$ cat src/rtl/instr_loader_if.sv
// Byte-stream / instruction-memory bus for the program loader.
// The master side is the host or boot ROM (plus the core watching status);
// the slave side is instr_loader itself.
interface instr_loader_if #(
  parameter int PROG_CTR_WID = 10
);
  logic                    start;
  logic [7:0]              byte_in;
  logic                    byte_valid;
  logic                    byte_ready;
  logic                    wr_en;
  logic [PROG_CTR_WID-1:0] wr_addr;
  logic [15:0]             wr_data;
  logic                    cpu_hold;
  logic                    done;
  logic                    err;

  modport master (
    output start, byte_in, byte_valid,
    input  byte_ready, wr_en, wr_addr, wr_data, cpu_hold, done, err
  );

  modport slave (
    input  start, byte_in, byte_valid,
    output byte_ready, wr_en, wr_addr, wr_data, cpu_hold, done, err
  );
endinterface

$ cat src/rtl/instr_loader.sv
// Program loader: takes a 16-bit big-endian word count followed by
// big-endian instruction words and writes them to instruction memory from
// address 0, holding the core stalled until the image is complete.
// Optional feature macro: LOADER_CHECKSUM_EN adds a trailing XOR checksum
// byte over all data bytes, checked in the CHK state.
module instr_loader #(
  parameter int PROG_CTR_WID = 10
) (
  input  logic              clk,
  input  logic              rst,
  instr_loader_if.slave     bus
);

  localparam logic [16:0] CAP = 17'(1) << PROG_CTR_WID;

  typedef enum logic [2:0] {
    S_IDLE,
    S_LEN_HI,
    S_LEN_LO,
    S_DATA_HI,
    S_DATA_LO,
`ifdef LOADER_CHECKSUM_EN
    S_CHK,
`endif
    S_DONE,
    S_ERR
  } state_t;

  state_t                  state_q, state_d;
  logic                    byte_rdy;
  logic                    byte_acc;
  logic                    start_acc;
  logic [7:0]              len_hi_p0;
  logic [15:0]             len_p0;
  logic [15:0]             len_full;
  logic                    len_bad;
  logic [7:0]              hi_byte_p0;
  logic [15:0]             cnt_q;
  logic                    last_word;
  logic                    wr_en_p1;
  logic [PROG_CTR_WID-1:0] wr_addr_q;
  logic [15:0]             wr_data_p1;
  logic                    hold_q, done_q, err_q;
`ifdef LOADER_CHECKSUM_EN
  logic [7:0]              csum_q;
`endif

  assign byte_acc  = bus.byte_valid && byte_rdy;
  assign start_acc = bus.start &&
                     (state_q == S_IDLE || state_q == S_DONE || state_q == S_ERR);
  assign len_full  = {len_hi_p0, bus.byte_in};
  assign len_bad   = (len_full == 16'd0) || ({1'b0, len_full} > CAP);
  assign last_word = (cnt_q == (len_p0 - 16'd1));

  // State register
  always_ff @(posedge clk) begin
    if (rst) state_q <= S_IDLE;
    else     state_q <= state_d;
  end

  // Next-state logic: advance only on accepted bytes or an honoured start
  always_comb begin
    state_d = state_q;
    case (state_q)
      S_IDLE, S_DONE, S_ERR: if (bus.start) state_d = S_LEN_HI;
      S_LEN_HI:  if (byte_acc) state_d = S_LEN_LO;
      S_LEN_LO:  if (byte_acc) state_d = len_bad ? S_ERR : S_DATA_HI;
      S_DATA_HI: if (byte_acc) state_d = S_DATA_LO;
`ifdef LOADER_CHECKSUM_EN
      S_DATA_LO: if (byte_acc) state_d = last_word ? S_CHK : S_DATA_HI;
      S_CHK:     if (byte_acc) state_d = (bus.byte_in == csum_q) ? S_DONE : S_ERR;
`else
      S_DATA_LO: if (byte_acc) state_d = last_word ? S_DONE : S_DATA_HI;
`endif
      default:   state_d = S_IDLE;
    endcase
  end

  // Output logic: the stream is only consumed while a load is in progress
  always_comb begin
    byte_rdy = 1'b0;
    case (state_q)
      S_LEN_HI, S_LEN_LO, S_DATA_HI, S_DATA_LO: byte_rdy = 1'b1;
`ifdef LOADER_CHECKSUM_EN
      S_CHK:   byte_rdy = 1'b1;
`endif
      default: byte_rdy = 1'b0;
    endcase
  end

  // Header and high-byte capture (data only, no reset needed)
  always_ff @(posedge clk) begin
    if (byte_acc && state_q == S_LEN_HI)  len_hi_p0  <= bus.byte_in;
    if (byte_acc && state_q == S_LEN_LO)  len_p0     <= len_full;
    if (byte_acc && state_q == S_DATA_HI) hi_byte_p0 <= bus.byte_in;
  end

  // Write port: one-cycle strobe per word; address saturates so it never wraps
  always_ff @(posedge clk) begin
    if (rst) begin
      wr_en_p1   <= 1'b0;
      wr_addr_q  <= '0;
      wr_data_p1 <= '0;
      cnt_q      <= '0;
    end else begin
      wr_en_p1 <= byte_acc && (state_q == S_DATA_LO);
      if (byte_acc && state_q == S_DATA_LO) begin
        wr_data_p1 <= {hi_byte_p0, bus.byte_in};
        cnt_q      <= cnt_q + 16'd1;
      end
      if (start_acc) begin
        wr_addr_q <= '0;
        cnt_q     <= '0;
      end else if (wr_en_p1 && (wr_addr_q != '1)) begin
        wr_addr_q <= wr_addr_q + 1'b1;
      end
    end
  end

`ifdef LOADER_CHECKSUM_EN
  // Running XOR of every data byte in the image
  always_ff @(posedge clk) begin
    if (rst || start_acc) csum_q <= '0;
    else if (byte_acc && (state_q == S_DATA_HI || state_q == S_DATA_LO))
      csum_q <= csum_q ^ bus.byte_in;
  end
`endif

  // Status: done waits for the final write strobe to retire before releasing the core
  always_ff @(posedge clk) begin
    if (rst) begin
      hold_q <= 1'b0;
      done_q <= 1'b0;
      err_q  <= 1'b0;
    end else if (start_acc) begin
      hold_q <= 1'b1;
      done_q <= 1'b0;
      err_q  <= 1'b0;
    end else if (state_q == S_DONE && !wr_en_p1) begin
      hold_q <= 1'b0;
      done_q <= 1'b1;
    end else if (state_q == S_ERR) begin
      hold_q <= 1'b0;
      err_q  <= 1'b1;
    end
  end

  assign bus.byte_ready = byte_rdy;
  assign bus.wr_en      = wr_en_p1;
  assign bus.wr_addr    = wr_addr_q;
  assign bus.wr_data    = wr_data_p1;
  assign bus.cpu_hold   = hold_q;
  assign bus.done       = done_q;
  assign bus.err        = err_q;

endmodule

$ cat src/flat_wrapper.sv
// flat-port wrapper written by rule: the top's interface ports become plain ports
module instr_loader_flat 
#(
  parameter int PROG_CTR_WID = 10
)
  (clk, rst, bus_start, bus_byte_in, bus_byte_valid, bus_byte_ready, bus_wr_en, bus_wr_addr, bus_wr_data, bus_cpu_hold, bus_done, bus_err);
  instr_loader_if #(.PROG_CTR_WID(PROG_CTR_WID)) bus_i ();
  input  logic clk;
  input  logic rst;
  input wire logic [$bits(bus_i.start)-1:0] bus_start;
  input wire logic [$bits(bus_i.byte_in)-1:0] bus_byte_in;
  input wire logic [$bits(bus_i.byte_valid)-1:0] bus_byte_valid;
  output wire logic [$bits(bus_i.byte_ready)-1:0] bus_byte_ready;
  output wire logic [$bits(bus_i.wr_en)-1:0] bus_wr_en;
  output wire logic [$bits(bus_i.wr_addr)-1:0] bus_wr_addr;
  output wire logic [$bits(bus_i.wr_data)-1:0] bus_wr_data;
  output wire logic [$bits(bus_i.cpu_hold)-1:0] bus_cpu_hold;
  output wire logic [$bits(bus_i.done)-1:0] bus_done;
  output wire logic [$bits(bus_i.err)-1:0] bus_err;
  assign bus_i.start = bus_start;
  assign bus_i.byte_in = bus_byte_in;
  assign bus_i.byte_valid = bus_byte_valid;
  assign bus_byte_ready = bus_i.byte_ready;
  assign bus_wr_en = bus_i.wr_en;
  assign bus_wr_addr = bus_i.wr_addr;
  assign bus_wr_data = bus_i.wr_data;
  assign bus_cpu_hold = bus_i.cpu_hold;
  assign bus_done = bus_i.done;
  assign bus_err = bus_i.err;
  instr_loader #(.PROG_CTR_WID(PROG_CTR_WID)) u_core (.clk(clk), .rst(rst), .bus(bus_i));
endmodule
$ cat config.mk
export PLATFORM = sky130hd
export DESIGN_NAME = instr_loader_flat
export DESIGN_NICKNAME = d
export VERILOG_FILES = /design/src/rtl/instr_loader_if.sv /design/src/rtl/instr_loader.sv /design/src/flat_wrapper.sv
export SDC_FILE = /design/constraint.sdc
export NUM_CORES = 1
export LEC_CHECK = 0
export ABC_AREA = 1
export CAP_MARGIN = 10
export CORE_MARGIN = 2
export CORE_UTILIZATION = 60
export DETAILED_ROUTE_END_ITERATION = 10
export DONT_BUFFER_PORTS = 1
export PLACE_DENSITY = 0.76
export SYNTH_ARGS = -nofsm -noshare
export SYNTH_HDL_FRONTEND = slang
export SYNTH_SLANG_ARGS = --single-unit
export TNS_END_PERCENT = 100
$ cat constraint.sdc
create_clock -name clk -period 4.4 [get_ports clk]
set_input_delay 1.1 -clock clk [delete_from_list [all_inputs] [get_ports clk]]
set_output_delay 1.1 -clock clk [all_outputs]
set_load 0.01 [all_outputs]
**Word-level counts from Yosys, hierarchy flattened**

Index checks and enable logic that the tools add are counted.

- Bitwise logic cells: 1
- Magnitude comparators: 1
- Eq/ne operators: 13
- Add/sub/neg operators: 3
- Muxes and demuxes: 12
- Reductions and logical operators: 20

Operator list:

| kind | count |
|---|---|
| two-way mux 3 bit | 7 |
| adder 16 x 1 -> 16 bit (second input constant) | 1 |
| == test 16 bit | 1 |
| greater-than comparator 16 x 11 -> 1 bit (second input constant) | 1 |
| zero test 16 bit | 1 |
| subtractor 16 x 1 -> 16 bit (second input constant) | 1 |
| case mux 3 bit (5 select lines) | 1 |
| adder 10 x 1 -> 10 bit (second input constant) | 1 |
| != test 10 bit (second input constant) | 1 |
| == test 3 bit (second input constant) | 3 |
| logical AND 1 bit | 8 |
| != test 2 x 1 -> 1 bit (second input constant) | 4 |
| == test 3 x 2 -> 1 bit (second input constant) | 2 |
| AND reduction 5 bit | 1 |
| two-way mux 1 bit | 4 |
| OR reduction 4 bit | 1 |
| == test 3 x 1 -> 1 bit (second input constant) | 1 |
| zero test 3 bit | 1 |
| logical OR 1 bit | 3 |
| nonzero test 3 bit | 1 |
| OR reduction 3 bit | 1 |
| != test 2 bit (second input constant) | 1 |
| AND reduction 2 bit | 1 |
| OR reduction 2 bit | 1 |
| other kinds (2) | 2 |

- Register bits: 81
- Input bits: 12
- Output and inout bits: 31
- Word-level logic and storage cells: 61

**Longest topological paths before layout**

Gate-level depths: netlist of the first run.

- Depth after elaboration: 6
- Gate-level depth with buffers: 16

**Least setup slack after synthesis of the first run**

OpenSTA, ideal clock, no wires.

- Kind: input-to-reg
- From: input bus_byte_valid
- To: register u_core.len_p0[0] (enable)
- Data arrival time: 1.867 ns
- Required time: 4.012 ns
- Stages: 2
- Buffers on the path: 0
- Path slack: 2.145 ns
- Cells stage by stage: inv_1 -> nor2_1

- Longest elaborated chain between the ends: 2

RTL lines:

| what | RTL line | RTL |
|---|---|---|
| from (decl) | flat_wrapper.sv:12 | `input wire logic [$bits(bus_i.byte_valid)-1:0] bus_byte_valid;` |
| logical AND 1 bit | instr_loader.sv:48 | `assign byte_acc = bus.byte_valid && byte_rdy;` |
| logical AND 1 bit | instr_loader.sv:94 | `if (byte_acc && state_q == S_LEN_LO) len_p0 <= len_full;` |
| to (signal assigned) | instr_loader.sv:94 |  |
| to (decl) | instr_loader.sv:34 | `logic [15:0] len_p0;` |

Every way passes these cells.
A chain may end at the register's enable or synchronous reset.

**Final worst setup path of the first run**

- From: register u_core.state_q[2]
- To: output bus_byte_ready

- Longest elaborated chain between the ends: 3
- Elaborated cells between the ends (all ways): 6

RTL lines:

| what | RTL line | RTL |
|---|---|---|
| from (decl) | instr_loader.sv:29 | `state_t state_q, state_d;` |
| from (signal assigned) | instr_loader.sv:58 | `else state_q <= state_d;` |
| == test 3 bit, or another cell as far along | instr_loader.sv:82 | `case (state_q)` |
| OR reduction 4 bit * | instr_loader.sv:82 |  |
| two-way mux 1 bit * | instr_loader.sv:82 |  |
| to (decl) | flat_wrapper.sv:13 | `output wire logic [$bits(bus_i.byte_ready)-1:0] bus_byte_ready;` |

Mark *: on every way between the ends. The rest lies on a longest branch, timed or not.

==> results of run 1 <==
[sequential cells by signal, indices dropped and copies added (netlist names)]
name                 cells
u_core.cnt_q            16
u_core.bus.wr_en         1
u_core.bus.wr_data      16
u_core.bus.cpu_hold      1
u_core.bus.wr_addr      10
u_core.state_q           3
u_core.bus.err           1
u_core.hi_byte_p0        8
u_core.len_p0           16
u_core.bus.done          1
u_core.len_hi_p0         8
[synthesized netlist by cell type, types with 2 or more instances]
master and count:
dfxtp_1 49, nor3_1 10, clkbuf_1 6, xor2_1 10, ha_1 3, nand3_1 21
nor3b_1 2, xnor2_1 4, o21ai_0 21, or2_2 4, nor4_1 4, o21a_1 4
nor2_1 55, inv_2 4, nor2_4 3, nand3b_1 2, edfxtp_1 32, nand2_1 116
a21oi_1 42, nand4_1 4, inv_1 52
[worst max-delay path, stage by stage, from the launching register on]
cell,delay (ns)
dfxtp_1,0.44
inv_2,0.09
nor2_4,0.16
inv_1,0.09
nand4_1,0.19
[metrics by stage]
stage,area (sq um),cells
3_3_place_gp,3820,531
4_1_cts,4040,547
3_5_place_dp,3820,531
6_report,4040,547
5_1_grt,4040,547
2_1_floorplan,3760,463
[routing by layer]
metal  vias up  GRT usage
met5         -          0
met4         0     0.0775
met3         6     0.0775
met2        62      0.401
met1      1351      0.270
li1       1517          -
[where the power goes]
group	switching (mW)	total (mW)	leakage (nW)	internal [mW]
clock network	0.285	0.571	0.101	0.286
registers	0.0544	0.907	0.686	0.852
logic	0.217	0.315	0.682	0.0985
[kinds of logic after synthesis]
| logic type | after synthesis | share of synthesized area |
|---|---|---|
| AND/OR/NAND/NOR | 228 | 0.267 |
| buffers and inverters | 64 | 0.0656 |
| flip-flops | 81 | 0.517 |
| XOR/XNOR | 15 | 0.0386 |
| adder cells (fa/ha/maj) | 3 | 0.00999 |
| AO/OA/AOI/OAI | 72 | 0.102 |
[area by class of cell]
| class | count | area, sq um | area share |
|---|---|---|---|
| sequential | 81 | 1940 | 0.481 |
| multi-input combinational | 318 | 1570 | 0.389 |
| clock inverter | 6 | 73.8 | 0.0183 |
| clock buffer | 10 | 138 | 0.0341 |
| tap | 75 | 93.8 | 0.0233 |
| inverter | 57 | 219 | 0.0543 |
[worst max path at each step]
stage                                         startpoint                           to  cells after the start
final                     u_core.state_q[2]$_SDFFE_PP0P_               bus_byte_ready                      4
after global routing      u_core.state_q[0]$_SDFFE_PP0P_               bus_byte_ready                      4
after CTS                 u_core.state_q[2]$_SDFFE_PP0P_               bus_byte_ready                      4
after detailed placement                  bus_byte_valid  u_core.len_p0[12]$_DFFE_PP_                      2
after global placement                    bus_byte_valid   u_core.len_p0[8]$_DFFE_PP_                      2
after floorplan                           bus_byte_valid   u_core.len_p0[0]$_DFFE_PP_                      2
[placed cells by master, fill, tap and decap left out, types with 4 or more instances in the layout]
master      n
nand4_1     4
nor2_1     55
xnor2_1     4
nor4_1      4
or2_2       4
edfxtp_1   32
nand3_1    21
a21oi_1    42
inv_2       4
dfxtp_1    49
clkbuf_8   10
nand2_1   116
o21a_1      4
xor2_1     10
inv_1      52
o21ai_0    21
nor3_1     10
==> impl_metrics.tcl, run 1 <==
set metrics [dict create \
    holdPathEnd "u_core.len_p0[9]$_DFFE_PP_" \
    dieHeight_um 83.1 \
    portBuffers 0 \
    ys.warnings.count 0 \
    setup_slack_ns 1.98 \
    dr.max_layer_used "met4" \
    place_congestion 0.840 \
    whs_ns 0.450 \
    num_vias 2936 \
    async_reset_ff_frac 0 \
    tightest_slew_ns 1.18 \
    synth_cell_types 36 \
    first_pass_iters 4 \
    syn-mean-instance-area_sq_um 8.12 \
    setup_violations 0 \
    met1_length_um 3250 \
    maxSlewHeadroom 0.209 \
    routed-wl-met2_um 3760 \
    die_area_sq_um 6910 \
    crit_arrival_ns 1.32 \
    core_sq_um 5990 \
    dieWidth_um 83.1 \
    run_status "finished clean" \
    wl_met3_um 415 \
    rsz0062_at_grt "no" \
    post-route-period-util 0.549 \
    startpoint_type "flop" \
    start_util 0.627 \
    cts_sinks 81 \
    syn_area_sq_um 3760 \
    clockBufferDepth 2 \
    yosys.area.top_type "dfxtp_1" \
    fin_total_pwr_mw 1.79 \
    powerDensity_nw_per_um2 444 \
    placementRows 28 \
    cts-root-buf "clkbuf_8" \
    crit_type "reg2out" \
    timing.final.hold_violations 0 \
    fin_util 0.674 \
    grt_max_degree 25 \
    remaining_drc_errors 0 \
    seq_area_frac_synth 0.517 \
    pin_count 43 \
    wirelength_um 7520 \
    r2r_start "u_core.len_p0[0]$_DFFE_PP_" \
    cp_max_fo 6 \
    track_usage 0.232 \
    pre_cts_ws_ns 1.91 \
    hold_path_class "reg2reg" \
    ir_worst_vdd_mv 0.400 \
    synth_fp_nets 478 \
    hold_depth 0 \
    ff2ff_setup_slack_ns 2.34 \
    ff2ff_path_depth 12 \
    leakage_nw 1.47 \
    grt_pass1_wl_um 12800 \
    critPathCaptureType "output port" \
    cts_tree "yes" \
    num-fill-cells 503 \
    htreeDepth 3 \
    tns_ns 0 \
    ys_ff_latch 81 \
    rr_endpoint "u_core.state_q[2]$_SDFFE_PP0P_" \
    area_growth_syn_to_layout_pct 7.39 \
    cts_resized 0 \
    clk_latency_ns 0.35 \
    hold_start "u_core.len_hi_p0[1]$_DFFE_PP_" \
    viasPerCell 5.37 \
    synth-edff-count 32 \
    antennaDiodeCount 0 \
    synth_cells 463 \
    yosysTopAreaCellShare 0.261 \
    synth_area_leaders "dfxtp_1 26%, edfxtp_1 26%, nand2_1 12%, a21oi_1 5.6%, nor2_1 5.5%" \
    hold_buffers 0 \
    first_iter_violations 127 \
    antenna_found_initial 0 \
    final_max_slew_viol_count 0 \
    numCtsBuffers 9 \
    postCtsSetupRepairBufs 0 \
    fin_crit_ns 2.42 \
    grt_overflow 0 \
    crit_required_ns 3.30 \
    post_drt_wl_per_cell_um 13.8 \
    clk_pin_slew_worst_paths_ns 0.09 \
    drive_gt1_frac 0.0720 \
    ant_nets 0 \
    fmax_mhz 414 \
    synth_top_flop_cell "dfxtp_1" \
    post-dp-hpwl_um 5650 \
    grt_pass1_vias 2867 \
    nNetsFinal 482 \
    cap_violations 0 \
    skew_ns 0.00803 \
]
(Power assumes the default switching activity.)
==> inputs of run 2 (changes only) <==
- CORE_UTILIZATION: 60 -> 57
- PLACE_DENSITY: 0.76 -> 0.75
- clock period: 4.4 -> 2 ns (I/O delays scaled with it)
==> run 2 against run 1 <==
  * Non-clock buffer count grew 12
  * Hold slack worse by 0.26 ns
  * Cell count is 2.6% higher
  * Power increased by 120%
  * Routed wire length up 1.7%
  * Critical path type unchanged
  * Design area rose by 3.0%
  * Largest cell class unchanged
  * Highest routed layer unchanged
  * Worst setup slack worse by 1.8 ns
==> impl_metrics.tcl, run 2 (synthesis results as in run 1) <==
set metrics [dict create \
    run_status "finished clean" \
    fmax_mhz 541 \
    wirelength_um 7650 \
    setup_slack_ns 0.151 \
    cts-root-buf "clkbuf_8" \
    clk_pin_slew_worst_paths_ns 0.09 \
    slowest_stage "dfxtp_1" \
    track_usage 0.224 \
    core_sq_um 6350 \
    crit_path_start "u_core.state_q[1]$_SDFFE_PP0P_" \
    start_util 0.592 \
    crit_type "reg2out" \
    maxSlewHeadroom 0.745 \
    first_iter_violations 127 \
    nNetsFinal 494 \
    crit_arrival_ns 1.35 \
    antenna_found_initial 0 \
    antennaDiodeCount 0 \
    htreeDepth 3 \
    skew_ns 0.0104 \
    ff2ff_path_depth 11 \
    cap_violations 0 \
    rr_endpoint "u_core.state_q[2]$_SDFFE_PP0P_" \
    portBuffers 0 \
    fin_total_pwr_mw 3.86 \
    post-route-period-util 0.925 \
    pin_count 43 \
    drive_gt1_frac 0.126 \
    hold_path_class "in2reg" \
    rsz0062_at_grt "yes" \
    r2r_start "u_core.len_p0[4]$_DFFE_PP_" \
    hold_start "rst" \
    grt_pass1_wl_um 12800 \
    numCtsBuffers 9 \
    cts_sinks 81 \
    post-dp-hpwl_um 5650 \
    viasPerCell 5.36 \
    final_cell_mix "114 x nand2_1, 50 x inv_1, 49 x nor2_1" \
    remaining_drc_errors 0 \
    place_congestion 0.884 \
    dieWidth_um 85.2 \
    powerDensity_nw_per_um2 929 \
    fin_crit_ns 1.85 \
    holdPathEnd "u_core.state_q[2]$_SDFFE_PP0P_" \
    place_area_sq_um 3900 \
    cts_tree "yes" \
    clk_latency_ns 0.36 \
    grt_pass1_vias 2789 \
    post_drt_wl_per_cell_um 13.6 \
    pre_cts_ws_ns 0.0621 \
    ant_nets 0 \
    critPathCaptureType "output port" \
    cp_max_fo 4 \
    num-fill-cells 527 \
    crit_required_ns 1.50 \
    whs_ns 0.186 \
    timing.final.hold_violations 0 \
    setup_violations 0 \
    area_growth_syn_to_layout_pct 10.6 \
    startpoint_type "flop" \
    num_vias 3005 \
    first_pass_iters 4 \
    max_stage_delay_ns 0.39 \
    placementRows 29 \
    tightest_slew_ns 0.382 \
    ff2ff_setup_slack_ns 0.17 \
    grt_overflow 0 \
    layout_commonest_cell "nand2_1" \
    final_area_sq_um 4160 \
    crit_path_cell_trace "inv_2, nor3_1, inv_1, nand4_1" \
    die_area_sq_um 7260 \
    final_max_slew_viol_count 0 \
    hold_depth 1 \
    dieHeight_um 85.2 \
    clockBufferDepth 2 \
    ir_worst_vdd_mv 0.704 \
    fin_util 0.654 \
    leakage_nw 1.51 \
    grt_max_degree 22 \
]
## run 2: cell types whose count changed in the layout (fill, tap and decap cells not counted), sizes merged
cell | before | now
bufinv | 1 | 0
buf | 0 | 12
clkinvlp | 2 | 3
## run 2: how the worst max path moves through the flow
stage                                          end
floorplan               u_core.len_p0[0]$_DFFE_PP_
global placement    u_core.state_q[2]$_SDFFE_PP0P_
detailed placement  u_core.state_q[2]$_SDFFE_PP0P_
CTS                 u_core.state_q[2]$_SDFFE_PP0P_
global route        u_core.state_q[2]$_SDFFE_PP0P_
finish                              bus_byte_ready
## run 2: power by group
group	switching, mW	internal [mW]
clock network	0.633	0.464
logic	0.514	0.260
registers	0.115	1.87
## run 2: area by class of cell
cell class	instances	area, sq um	share of cell area
inverter	57	219	0.0527
sequential	81	1940	0.468
clock inverter	6	48.8	0.0117
tap	77	96.3	0.0232
timing repair buffer	12	90.1	0.0217
multi-input combinational	318	1630	0.392
clock buffer	10	128	0.0307
## run 2: stage by stage
stage | cells | TNS (ns)
2_1_floorplan | 463 | 0
3_3_place_gp | 543 | 0
3_5_place_dp | 543 | 0
4_1_cts | 559 | 0
5_1_grt | 561 | -0.0278
6_report | 561 | 0
## run 2: routing by layer
| metal | vias up | GRT usage | wire (um) | share of wire |
|---|---|---|---|---|
| met3 | 22 | 0.0837 | 438 | 0.057 |
| met4 | 0 | 0.0808 | 160 | 0.021 |
| met1 | 1365 | 0.283 | 3440 | 0.45 |
| li1 | 1545 | - | - | - |
| met2 | 73 | 0.354 | 3610 | 0.47 |
| met5 | - | 0 | 0 | 0 |
## run 2: worst max-delay path: cells and delay by family, from the launching register on
kind,cells,cell delay [ns]
AND/OR/NAND/NOR,2,0.40
flip-flops,1,0.39
buffers and inverters,2,0.20
## run 2: what timing repair did
| item | CTS | global route |
|---|---|---|
| setup endpoints to repair | 0 | 5 |
| hold buffers | 0 | 0 |
| buffers inserted | 0 | 2 |
| gates resized for setup | 0 | 21 |
==> inputs of run 3 (changes only) <==
- CORE_MARGIN: 2 -> 1
==> run 3 against run 2 <==
  * Routed wire length increased by 1.6%
  * Clock skew is 0.0031 ns higher
  * Largest power group unchanged
  * Global-route usage increased by 1.3 points
  * Critical endpoint unchanged
  * Fmax down 0.25%
==> impl_metrics.tcl, run 3 (synthesis results as in run 1) <==
set metrics [dict create \
    area_growth_syn_to_layout_pct 12.6 \
    post-route-period-util 0.927 \
    crit_arrival_ns 1.35 \
    dieHeight_um 83.2 \
    first_iter_violations 207 \
    nNetsFinal 496 \
    placementRows 29 \
    setup_violations 0 \
    final_cell_mix "114 x nand2_1, 51 x inv_1, 49 x nor2_1, 49 x dfxtp_1, 42 x a21oi_1" \
    die_area_sq_um 6920 \
    antennaDiodeCount 0 \
    hold_buffers 0 \
    place_congestion 0.887 \
    dr.max_layer_used "met4" \
    powerDensity_nw_per_um2 1000 \
    track_usage 0.237 \
    timing.final.hold_violations 0 \
    post-dp-hpwl_um 5610 \
    pre_cts_ws_ns 0.107 \
    hold_path_class "in2reg" \
    cp_max_fo 6 \
    num_vias 3003 \
    first_pass_iters 5 \
    clk_latency_ns 0.36 \
    grt_pass1_vias 2869 \
    final_area_sq_um 4230 \
    antenna_found_initial 0 \
    fin_cells 563 \
    dieWidth_um 83.2 \
    tightest_slew_ns 0.369 \
    run_status "finished clean" \
    cap_violations 0 \
    fin_total_pwr_mw 4.24 \
    crit_required_ns 1.50 \
    drive_gt1_frac 0.123 \
    routed-wl-met2_um 3750 \
    grt_overflow 0 \
    clk_pin_slew_worst_paths_ns 0.08 \
    whs_ns 0.198 \
    dpl.cell_count 544 \
    remaining_drc_errors 0 \
    cts_tree "yes" \
    layout_commonest_cell "nand2_1" \
    setup_slack_ns 0.146 \
    critPathCaptureType "output port" \
    place_area_sq_um 3910 \
    tns_ns 0 \
    wirelength_um 7770 \
    fin_util 0.666 \
    maxSlewHeadroom 0.752 \
    startpoint_type "flop" \
    fin_crit_ns 1.85 \
    leakage_nw 1.56 \
    ir_worst_vdd_mv 0.709 \
    grt_max_degree 22 \
    pin_count 43 \
    grt_pass1_wl_um 13000 \
    wl_met3_um 414 \
    ant_nets 0 \
    cts_sinks 81 \
    viasPerCell 5.33 \
    clockBufferDepth 2 \
    ff2ff_setup_slack_ns 0.21 \
    final_max_slew_viol_count 0 \
    crit_type "reg2out" \
    numCtsBuffers 9 \
    core_sq_um 6350 \
    skew_ns 0.0135 \
    rsz0062_at_grt "no" \
    fmax_mhz 539 \
    portBuffers 0 \
    post_drt_wl_per_cell_um 13.8 \
    met1_length_um 3470 \
    htreeDepth 3 \
    start_util 0.592 \
    cts-root-buf "clkbuf_8" \
]
## run 3: cell count changes in the layout (fill, tap and decap cells not counted)
| cell | change |
|---|---|
| dfxtp_1 | +1 |
| buf_4 | +2 |
| clkinvlp_4 | -2 |
| o21ai_2 | +1 |
| clkinv_4 | +1 |
| inv_6 | -2 |
| nor3_2 | -2 |
| dfxtp_2 | -1 |
| bufinv_16 | +3 |
| o21ai_1 | -1 |
| inv_1 | +1 |
| nor3_1 | +2 |
| inv_2 | -1 |
## run 3: cell type report
class,count,area [sq um]
clock buffer,10,128
fill,496,2120
clock inverter,6,115
inverter,57,219
sequential,81,1940
multi-input combinational,318,1620
timing repair buffer,14,105
tap,77,96.3
## run 3: worst paths after layout
kind	cells after the start	to	startpoint
max	4	bus_byte_ready	u_core.state_q[2]$_SDFFE_PP0P_
min	1	u_core.state_q[2]$_SDFFE_PP0P_	rst
max reg2reg	10	u_core.bus.wr_addr[4]$_SDFFE_PP0P_	u_core.bus.wr_addr[4]$_SDFFE_PP0P_
min reg2reg	0	u_core.len_p0[13]$_DFFE_PP_	u_core.len_hi_p0[5]$_DFFE_PP_
## run 3: critical path: stages (launching register included)
cell     delay [ns]
dfxtp_1        0.45
inv_2          0.09
nor2_4         0.16
inv_1          0.10
nand4_1        0.19
## run 3: per-layer routing
layer	vias to the layer above	track usage
li1	1541	-
met1	1370	0.287
met2	76	0.407
met3	16	0.0557
met4	0	0.0940
met5	-	0
## run 3: what timing repair did
item	4_1_cts	5_1_grt
endpoints found under the setup margin	0	3
resized for setup	0	18
buffers inserted	0	3
## run 3: power by group
part           total [mW]  switching [mW]  internal [mW]  leakage (nW)
Combinational       0.791           0.526          0.264         0.757
Clock                1.46           0.620          0.836         0.117
Sequential           1.99           0.119           1.87         0.686
